===== src/rtl/pipe_stage_skid.sv =====
// pipe_stage_skid: a single pipeline register stage with a 2-entry skid buffer.
// It carries an opaque payload over a valid/ready handshake.
//
// Handshake: a payload moves on a clock edge when valid && ready are both high.
//   - in_ready and out_valid come from registers only, so there is no
//     combinational path from the input side to the output side.
//   - The exception is reset, which forces in_ready low while it is asserted.
//   - While flush is high, nothing is accepted or delivered, whatever the
//     handshake signals show.
//
// The state register doubles as the debug/occupancy output (EMPTY=0, ONE=1, FULL=2).
//
// Optional feature, macro PIPE_STAGE_STATS_EN:
//   - Defined: stall_cnt and flush_cnt are saturating counters.
//   - Undefined: both ports are tied to zero and no counter flops exist.
module pipe_stage_skid #(
    parameter int PAYLOAD_WIDTH = 175,
    parameter int STAT_WIDTH    = 16
) (
    input  logic                     clk,
    input  logic                     reset,
    input  logic                     flush,
    input  logic                     in_valid,
    output logic                     in_ready,
    input  logic [PAYLOAD_WIDTH-1:0] in_data,
    output logic                     out_valid,
    input  logic                     out_ready,
    output logic [PAYLOAD_WIDTH-1:0] out_data,
    output logic [1:0]               occupancy,
    output logic [STAT_WIDTH-1:0]    stall_cnt,
    output logic [STAT_WIDTH-1:0]    flush_cnt
);

    typedef enum logic [1:0] {
        EMPTY = 2'd0,
        ONE   = 2'd1,
        FULL  = 2'd2
    } state_t;

    state_t                   state_q, state_d;
    logic [PAYLOAD_WIDTH-1:0] main_q, main_d;
    logic [PAYLOAD_WIDTH-1:0] skid_q, skid_d;
    logic                     acc;
    logic                     pop;

    assign in_ready  = (state_q != FULL) && !reset;
    assign out_valid = (state_q != EMPTY);
    assign out_data  = main_q;
    assign occupancy = state_q;
    assign acc       = in_valid && in_ready;
    assign pop       = out_valid && out_ready;

    // Next-state and data movement.
    // Main always holds the oldest entry, and skid holds the second one.
    // Empty registers are driven to zero so out_data reads 0 when nothing is held.
    always_comb begin
        state_d = state_q;
        main_d  = main_q;
        skid_d  = skid_q;
        if (flush) begin
            state_d = EMPTY;
            main_d  = '0;
            skid_d  = '0;
        end else begin
            unique case (state_q)
                EMPTY: begin
                    if (acc) begin
                        state_d = ONE;
                        main_d  = in_data;
                    end
                end
                ONE: begin
                    if (acc && !pop) begin
                        state_d = FULL;
                        skid_d  = in_data;
                    end else if (acc && pop) begin
                        main_d = in_data;
                    end else if (pop) begin
                        state_d = EMPTY;
                        main_d  = '0;
                    end
                end
                FULL: begin
                    // in_ready is low here, so only a pop can happen
                    if (pop) begin
                        state_d = ONE;
                        main_d  = skid_q;
                        skid_d  = '0;
                    end
                end
                default: begin
                    state_d = EMPTY;
                    main_d  = '0;
                    skid_d  = '0;
                end
            endcase
        end
    end

    // State and payload registers; reset discards everything.
    always_ff @(posedge clk or posedge reset) begin
        if (reset) begin
            state_q <= EMPTY;
            main_q  <= '0;
            skid_q  <= '0;
        end else begin
            state_q <= state_d;
            main_q  <= main_d;
            skid_q  <= skid_d;
        end
    end

`ifdef PIPE_STAGE_STATS_EN
    localparam logic [STAT_WIDTH-1:0] STAT_MAX = '1;

    logic [STAT_WIDTH-1:0] stall_cnt_q, stall_cnt_d;
    logic [STAT_WIDTH-1:0] flush_cnt_q, flush_cnt_d;

    // Saturating counters.
    // A stall is a presented payload held back by the consumer.
    // A flush only counts when it actually kills an entry.
    always_comb begin
        stall_cnt_d = stall_cnt_q;
        flush_cnt_d = flush_cnt_q;
        if (out_valid && !out_ready && !flush && (stall_cnt_q != STAT_MAX)) begin
            stall_cnt_d = stall_cnt_q + 1'b1;
        end
        if (flush && (state_q != EMPTY) && (flush_cnt_q != STAT_MAX)) begin
            flush_cnt_d = flush_cnt_q + 1'b1;
        end
    end

    // Counter registers clear only on reset.
    always_ff @(posedge clk or posedge reset) begin
        if (reset) begin
            stall_cnt_q <= '0;
            flush_cnt_q <= '0;
        end else begin
            stall_cnt_q <= stall_cnt_d;
            flush_cnt_q <= flush_cnt_d;
        end
    end

    assign stall_cnt = stall_cnt_q;
    assign flush_cnt = flush_cnt_q;
`else
    assign stall_cnt = '0;
    assign flush_cnt = '0;
`endif

endmodule


===== config.mk =====
export PLATFORM = sky130hd
export DESIGN_NAME = pipe_stage_skid
export DESIGN_NICKNAME = d
export VERILOG_FILES = /design/src/rtl/pipe_stage_skid.sv
export SDC_FILE = /design/constraint.sdc
export NUM_CORES = 1
export LEC_CHECK = 0
export ABC_AREA = 1
export BUFFER_PORTS_ARGS = -buffer_cell sky130_fd_sc_hd__buf_2
export CAP_MARGIN = 40
export CORE_ASPECT_RATIO = 0.9
export CORE_MARGIN = 3
export CORE_UTILIZATION = 45
export CTS_CLUSTER_SIZE = 40
export DETAILED_ROUTE_END_ITERATION = 10
export PLACE_DENSITY = 0.64
export RECOVER_POWER = 100
export SYNTH_ARGS = -nofsm -noshare
export SYNTH_HDL_FRONTEND = slang
export SYNTH_SLANG_ARGS = --single-unit

===== constraint.sdc =====
create_clock -name clk -period 20.3 [get_ports clk]
set_input_delay 2.03 -clock clk [delete_from_list [all_inputs] [get_ports clk]]
set_output_delay 2.03 -clock clk [all_outputs]
set_load 0.05 [all_outputs]

# --- Word-level counts from Yosys, hierarchy flattened ---
# Cells that the tools add are included.
op_classes:
  n_eq_ne: 11
  muxes: 17
  reduce_logical: 12
ops:
  columns: ["operator", "count"]
  rows:
  - ["175-bit two-way mux", 8]
  - ["175-bit one-hot mux with 3 select lines", 2]
  - ["2-bit two-way mux", 6]
  - ["3-bit inequality test (second input constant)", 4]
  - ["4-bit inequality test (second input constant)", 3]
  - ["4-bit AND reduction", 2]
  - ["2-bit one-hot mux with 3 select lines", 1]
  - ["1-bit logical AND", 5]
  - ["2-bit inequality test (second input constant)", 2]
  - ["3-bit AND reduction", 1]
  - ["2-bit by 1-bit equality test with 1-bit output (second input constant)", 1]
  - ["2-bit equality test (second input constant)", 1]
  - ["1-bit logical NOT", 2]
  - ["2-bit logical NOT", 1]
  - ["2-bit nonzero test", 1]
totals:
  ff_bits: 352
  input_bits: 180
  wordCells: 43

# --- Longest topological paths before layout ---
# Gate-level depths: netlist of the first run.
depth:
  word_depth: 8
  mapped_depth: 11
  mapped_depth_nobuf: 9

# --- Worst setup path after synthesis of the first run ---
# Ideal clock, no wire load.
synth_path:
  path_type: "in2reg"
  start: "input reset"
  end: "register main_q[0] (netlist: out_data[0])"
  setup_ns: 0.066
  arrival_time_ns: 11.492
  required_ns: 20.234
  setup_slack_ns: 8.742
  stages: 9
  n_path_buf: 2
  path_cell_list: "inv_1 nand3_1 nor2_1 buf_2 buf_2 nand3_1 nand3_1 nand2_1 nand2_1"
synth_via:
  elab_chain_cells: 8
synth_rtl:
  columns: ["element", "line", "text"]
  rows:
  - ["from (decl)", "21", "input logic reset,"]
  - ["1-bit logical NOT (no line) *", null, null]
  - ["1-bit logical AND *", "46", "assign in_ready = (state_q != FULL) && !reset;"]
  - ["1-bit logical AND *", "50", "assign acc = in_valid && in_ready;"]
  - ["1-bit logical AND", "76", "end else if (acc && pop) begin"]
  - ["175-bit two-way mux", "76", null]
  - ["175-bit two-way mux", "73", "if (acc && !pop) begin"]
  - ["175-bit one-hot mux with 3 select lines", "65", "unique case (state_q)"]
  - ["175-bit two-way mux", "60", "if (flush) begin"]
  - ["to (signal assigned)", "108", "main_q <= main_d;"]
  - ["to (decl)", "41", "logic [PAYLOAD_WIDTH-1:0] main_q, main_d;"]
# Mark *: on every way between the ends. The rest lies on a longest branch, timed or not. The select of a mux whose other input is x is not followed.
# A chain may end at the register's enable or synchronous reset.

# --- Worst setup path after layout of the first run ---
layout_path:
  start: "input reset"
  end: "register skid_q[101]"
layout_via:
  elab_chain_cells: 6
layout_rtl:
  columns: ["element", "line", "text"]
  rows:
  - ["1-bit logical NOT (no line)", null, null]
  - ["1-bit logical AND", "46", null]
  - ["1-bit logical AND", "50", null]
  - ["1-bit logical AND", "73", null]
  - ["3-bit inequality test (no line)", null, null]
  - ["3-bit AND reduction (no line)", null, null]
  - ["to (signal assigned)", "109", "skid_q <= skid_d;"]
  - ["to (decl)", "42", "logic [PAYLOAD_WIDTH-1:0] skid_q, skid_d;"]
# No other way between the ends.

==> results of run 1 <==
-- path summary, 6_finish.rpt --
path | to | slack, ns | depth (start not counted)
max | skid_q[101]$_DFFE_PP0P_ | 10.02 | 9
min | out_data[154]$_DFFE_PP0P_ | 0.48 | 2
max reg2reg | skid_q[101]$_DFFE_PP0P_ | 15.25 | 8
min reg2reg | out_data[154]$_DFFE_PP0P_ | 0.48 | 2
max in group asynchronous | skid_q[86]$_DFFE_PP0P_ | 10.42 | 5
min in group asynchronous | out_data[162]$_DFFE_PP0P_ | 1.51 | 2
-- cell usage in the layout (no fill, tap or decap), types with 4 or more instances in the layout --
cell type	n
nand2_1	1230
nand3_1	355
dfrtp_1	352
clkbuf_1	192
buf_2	178
o21ai_0	173
clkbuf_16	41
conb_1	32
clkbuf_8	9
buf_4	8
diode_2	7
bufinv_16	7
nor2_1	5
inv_6	4
clkinv_2	4
buf_16	4
buf_12	4
-- metal layers --
layer | vias up | GRT usage
li1 | 7891 | -
met5 | - | 0
met1 | 7973 | 0.350
met2 | 580 | 0.415
met4 | 16 | 0.102
met3 | 119 | 0.0536
-- state kept, by name, summed over array words and instances, names as in the netlist --
| register | cells |
|---|---|
| occupancy | 2 |
| out_data | 175 |
| skid_q | 175 |
-- layout make-up --
type,count,area share
Sequential cell,352,0.435
Inverter,10,0.00241
Clock buffer,58,0.0583
Antenna cell,7,0.000865
Multi-Input combinational cell,1806,0.371
Tap cell,483,0.0299
Timing Repair Buffer,378,0.0905
Clock inverter,13,0.0122
-- kinds of logic after synthesis --
kind of cell	after synthesis	synth area share
AO/OA/AOI/OAI	179	0.0529
buffers and inverters	213	0.0624
flip-flops	352	0.511
other	1	0.000217
AND/OR/NAND/NOR	1595	0.374
-- power by group --
group | total, W | internal [W] | switching [W]
sequential | 0.000921 | 0.000835 | 0.0000860
clock | 0.000792 | 0.000492 | 0.000300
combinational | 0.000875 | 0.000169 | 0.000706
-- through the flow --
step | utilization | cells | setup WS, ns | instance area [um^2]
6_report | 0.539 | 3107 | 10.02 | 20200
5_1_grt | 0.539 | 3104 | 8.23 | 20200
2_1_floorplan | - | 2371 | 8.49 | 17400
4_1_cts | 0.546 | 3100 | 15.25 | 20500
3_3_place_gp | 0.504 | 3023 | 14.15 | 18900
3_5_place_dp | 0.508 | 3029 | 14.67 | 19100
-- worst max-delay path, stage by stage --
cell and delay [ns]:
clkbuf_1 0.10, clkinvlp_2 0.34, clkbuf_1 4.30, nand3_1 0.97, nor2_1 0.59, o21ai_4 0.07
clkbuf_1 0.94, buf_12 0.75, o21ai_0 0.34
==> impl_metrics.csv, run 1 <==
group,metric,value,unit
detailed_routing,routed-wl-met3,3720,um
synth,synth_area_per_cell,7.37,um^2
detailed_routing,wl,53500,um
critical_path,end_kind,"flip-flop",
sta,post-route-period-util,0.506,
global_route,grt_pass1_vias,16000,
detailed_routing,avgViaCountPerCell,5.34,
clock_tree,tritoncts,"done",
synth,synth_area_leader_cell,"dfrtp_1",
global_route,grt_overflow,0,
sta,fin_tns_setup,0,ns
place,place_congestion,0.806,
hold_path,hold_class,"flip-flop to flip-flop",
global_route,grtUsageTotal,0.260,
detailed_routing,ant_nets,0,
synth,synth_common_cells,"1230 x nand2_1, 355 x nand3_1, 352 x dfrtp_1",
detailed_routing,dr_wl_met2,25000,um
run_status,status,"finished with violations",
final_layout,final_net_count,2768,
final_layout,multi_input_area,7510,um^2
sta,clock_skew,0.0122,ns
synth,synthDistinctLibCells,21,
floorplanning,die_area,40700,um^2
critical_path,cp_data_arrival_time,10.72,ns
detailed_routing,wl_per_cell,17.2,um
floorplanning,die_x,212,um
clock_tree,clock_latency,0.55,ns
clock_tree,cts_max_path_buffers,3,
detailed_routing,top_layer,"met5",
critical_path,criticalPathCategory,"input pin to flip-flop",
synth,synthCells,2340,
power_and_ir_drop,peakVddDrop,0.000103,V
detailed_routing,vias,16600,
clock_tree,cts_hold_buf,0,
sta,finalSetupViolations,0,
final_layout,fillers,3729,
sta,max_freq,97.3,MHz
final_layout,layout-drive-gt1-share,0.103,
synth,async_reset_ff_frac,1.00,
sta,slew_headroom,-3.11,
synth,syn_area,17300,um^2
floorplanning,start_util,0.459,
clock_tree,clk_transition_reported_paths,0.06,ns
clock_tree,cts_made_buffers,40,
final_layout,area_growth_syn_to_layout,17.4,%
synth,ys_warn_count,0,
synth,netlist_top_cells_area,"dfrtp_1 51%, nand2_1 27%, nand3_1 10%",
sta,slew_viol_final,243,
global_route,antenna_found_initial,16,
clock_tree,cts_setup_buffers,0,
hold_path,min_from,"out_data[154]$_DFFE_PP0P_",
synth,ys_seq_elements,352,
synth,synth_edf_count,0,
sta,hold_viol,0,
clock_tree,clock-sinks,352,
synth,yosys.area.top_type_share,0.511,
power_and_ir_drop,p_leak,10.1,nW
flow_run,cap_viol_max_count,3,
detailed_routing,drc,0,
place,io_buffers,358,
critical_path,r2r-start,"occupancy[0]$_DFFE_PP0P_",
clock_tree,clock_tree.root_cell,"clkbuf_16",
sta,whs,0.477,ns
global_route,grt_pass1_wl,85800,um
synth,synth-main-ff-cell,"dfrtp_1",
critical_path,cp-startpoint,"reset",
synth,yosysMostFrequentCell,"nand2_1",
power_and_ir_drop,powerDensity,128,nW/um^2
detailed_routing,wl_met1,22900,um
floorplanning,ios,391,
critical_path,cp_max_fo,284,
place,dpl.hpwl,31200,um
detailed_routing,dr.pass1.iters,8,
power_and_ir_drop,power.total,0.00259,W
final_layout,final-seq-area,8810,um^2
critical_path,cp.required,20.74,ns
synth,ys_seq_area_frac,0.511,
floorplanning,fp-row-count,67,
clock_tree,ctsResizeCount,0,
sta,tightest_slew,6.16,ns
sta,rsz0062_at_grt,"false",
floorplanning,core_area,37600,um^2
global_route,grt_max_degree,285,
critical_path,worstSetupStartpointType,"input pin",
detailed_routing,dr.first_iter.drc_count,1431,
run_status,failed_checks,"capacitance limit, slew limit",
clock_tree,htreeDepth,2,
floorplanning,die_y,192,um
sta,fin_crit,10.28,ns
No activity file was read; power rests on OpenSTA's default activity.
==> inputs of run 2 (changes only) <==
--- a/config.mk
+++ b/config.mk
@@ -5,7 +5,7 @@
 export SDC_FILE = /design/constraint.sdc
 export NUM_CORES = 1
 export LEC_CHECK = 0
-export ABC_AREA = 1
+export ABC_AREA = 0
 export BUFFER_PORTS_ARGS = -buffer_cell sky130_fd_sc_hd__buf_2
 export CAP_MARGIN = 40
 export CORE_ASPECT_RATIO = 0.9
@@ -13,7 +13,7 @@
 export CORE_UTILIZATION = 45
 export CTS_CLUSTER_SIZE = 40
 export DETAILED_ROUTE_END_ITERATION = 10
-export PLACE_DENSITY = 0.64
+export PLACE_DENSITY = 0.67
 export RECOVER_POWER = 100
 export SYNTH_ARGS = -nofsm -noshare
 export SYNTH_HDL_FRONTEND = slang
==> constraint.sdc (replaced) <==
create_clock -name clk -period 9.3 [get_ports clk]
set_input_delay 0.93 -clock clk [delete_from_list [all_inputs] [get_ports clk]]
set_output_delay 0.93 -clock clk [all_outputs]
set_load 0.05 [all_outputs]
==> run 2 against run 1 <==
Worst hold slack improved by 0.024 ns. Routed wire length down 5.4%. Critical path type is now flip-flop to flip-flop. Power is 51% higher. Die area up 2.9%. Clock skew is 0.0012 ns lower. Synthesized cell count is 23% lower. Critical path depth decreased by 2. Synthesized area increased by 3.0%. Sequential share of layout area is 1.1 points lower. Sequential cell count did not move. The run still ends with capacitance limit, slew limit left. Cell count down 16%. Combinational power shrank 28%.
==> impl_metrics.csv, run 2 <==
group,metric,value,unit
sta,max_freq,155,MHz
critical_path,worstRegToRegCells,7,
critical_path,cp.depth,7,
sta,fin_crit,6.47,ns
synth,synth_edf_count,0,
detailed_routing,wl_per_cell,19.3,um
run_status,failed_checks,"capacitance limit, slew limit",
global_route,antenna_found_initial,12,
floorplanning,core_area,38600,um^2
clock_tree,tritoncts,"done",
clock_tree,htreeDepth,2,
clock_tree,cts_made_buffers,40,
detailed_routing,vias,14700,
clock_tree,cts_max_path_buffers,3,
sta,slew_viol_final,357,
critical_path,criticalPathCategory,"flip-flop to flip-flop",
detailed_routing,ant_nets,0,
run_status,status,"finished with violations",
clock_tree,ctsResizeCount,0,
global_route,grtUsageTotal,0.235,
critical_path,max_stage_delay,2.46,ns
floorplanning,die_x,215,um
synth,synth_area_leader_cell,"dfrtp_1",
synth,netlist_top_cells_area,"dfrtp_1 50%, mux2i_1 9.9%, o21ai_0 9.8%",
final_layout,final_common_cell,"dfrtp_1",
hold_path,hold_class,"flip-flop to flip-flop",
synth,yosys.area.top_type_share,0.496,
synth,ys_seq_area_frac,0.496,
place,dpl.hpwl,30600,um
synth,ys_seq_elements,352,
place,io_buffers,358,
detailed_routing,wl,50600,um
critical_path,path_buf_inv,4,
place,place_ws,4.89,ns
synth,async_reset_ff_frac,1.00,
sta,post-route-period-util,0.696,
floorplanning,start_util,0.460,
sta,hold_viol,0,
critical_path,worstSetupStartpointType,"flip-flop",
clock_tree,clock-sinks,352,
synth,synthCells,1813,
critical_path,cp_data_arrival_time,6.95,ns
floorplanning,ios,391,
sta,finalSetupViolations,0,
detailed_routing,drc,0,
synth,ys_warn_count,0,
floorplanning,fp-row-count,68,
synth,synth_common_cells,"352 x dfrtp_1, 349 x o21ai_0, 179 x nand2_1",
sta,rsz0062_at_grt,"false",
power_and_ir_drop,p_leak,8.63,nW
final_layout,fillers,3519,
critical_path,cp_max_fo,67,
critical_path,cp_cell_sequence,"clkbuf_1 -> nor3b_1 -> o41ai_4 -> clkbuf_1 -> buf_4 -> buf_16 -> a22o_1",
sta,slew_headroom,-1.33,
clock_tree,cts_setup_buffers,0,
final_layout,area_growth_syn_to_layout,16.9,%
floorplanning,die_area,41900,um^2
clock_tree,clk_transition_reported_paths,0.06,ns
critical_path,path_common_cell,"clkbuf_1",
global_route,grt_overflow,0,
final_layout,layout-drive-gt1-share,0.130,
clock_tree,clock_tree.root_cell,"clkbuf_16",
global_route,grt_pass1_vias,14200,
detailed_routing,dr.first_iter.drc_count,1265,
critical_path,critPathSlowestCell,"clkbuf_1",
critical_path,end_kind,"flip-flop",
synth,synth-main-ff-cell,"dfrtp_1",
synth,synth_area_per_cell,9.80,um^2
power_and_ir_drop,powerDensity,188,nW/um^2
sta,clock_skew,0.0110,ns
sta,fin_ws,2.83,ns
final_layout,final_area,20800,um^2
floorplanning,die_y,195,um
sta,tightest_slew,3.50,ns
sta,fin_tns_setup,0,ns
place,place_congestion,0.796,
global_route,grt_max_degree,102,
clock_tree,clock_latency,0.55,ns
hold_path,hold_depth,1,
detailed_routing,avgViaCountPerCell,5.61,
place,postPlaceCellArea,19700,um^2
final_layout,final_net_count,2246,
detailed_routing,dr.pass1.iters,6,
synth,yosysMostFrequentCell,"dfrtp_1",
critical_path,crit_family,"buffers and inverters",
final_layout,mostFrequentLayoutCells,"351 x dfrtp_1, 349 x o21ai_0, 195 x clkbuf_1",
global_route,grt_pass1_wl,80900,um
power_and_ir_drop,peakVddDrop,0.000130,V
synth,syn_area,17800,um^2
clock_tree,cts_hold_buf,0,
critical_path,cp.required,9.78,ns
flow_run,cap_viol_max_count,8,
synth,synthDistinctLibCells,31,
==> run 2: per-stage QoR <==
step           total power [W]   util  hold WS, ns  cells
2_1_floorplan          0.00212      -        0.485   1844
3_3_place_gp           0.00229  0.503        0.484   2540
3_5_place_dp           0.00232  0.510        0.485   2549
4_1_cts                0.00396  0.545        0.408   2620
5_1_grt                0.00405  0.537        0.515   2621
6_report               0.00391  0.538        0.501   2623
==> run 2: worst paths after layout <==
kind | slack, ns | startpoint | end
setup / recovery | 2.83 | occupancy[1]$_DFFE_PP0P_ | out_data[36]$_DFFE_PP0P_
hold / removal | 0.50 | out_data[61]$_DFFE_PP0P_ | out_data[61]$_DFFE_PP0P_
setup reg to reg | 2.83 | occupancy[1]$_DFFE_PP0P_ | out_data[36]$_DFFE_PP0P_
hold reg to reg | 0.50 | out_data[61]$_DFFE_PP0P_ | out_data[61]$_DFFE_PP0P_
max in group asynchronous | 4.59 | reset | out_data[12]$_DFFE_PP0P_
min in group asynchronous | 0.56 | reset | occupancy[0]$_DFFE_PP0P_
==> run 2: power by group <==
part	internal [W]	switching (W)	leakage, nW	total [W]
clock	0.000990	0.000646	0.670	0.00164
sequential	0.00159	0.0000462	4.85	0.00164
combinational	0.000157	0.000476	3.12	0.000634
total	0.00274	0.00117	8.63	0.00391
==> run 2: routing by layer <==
layer	wire (um)	up-vias	track usage	part of all wire
met5	92	-	0	0.0018
met4	926	16	0.0509	0.018
met3	3520	73	0.0589	0.070
met2	23100	471	0.362	0.46
met1	22900	7274	0.336	0.45
li1	-	6873	-	-
==> run 2: area by class of cell <==
class | count | area (um^2) | area share
clock inverters | 14 | 176 | 0.00850
clock buffers | 57 | 1180 | 0.0566
repair buffers | 388 | 1930 | 0.0930
inverters | 2 | 8.76 | 0.000422
well taps | 525 | 657 | 0.0316
diodes | 3 | 7.51 | 0.000362
flip-flops and latches | 352 | 8810 | 0.424
multi-input cells | 1282 | 8000 | 0.385
==> run 2: cell families (layout without fill, tap and decap cells) <==
group                  Yosys count  in the layout  share of synthesized area
buffers and inverters          210            461                     0.0628
AND/OR/NAND/NOR                542            542                      0.154
flip-flops                     352            352                      0.496
AO/OA/AOI/OAI                  533            533                      0.189
other                            1             35                   0.000211
multiplexers                   175            175                     0.0986
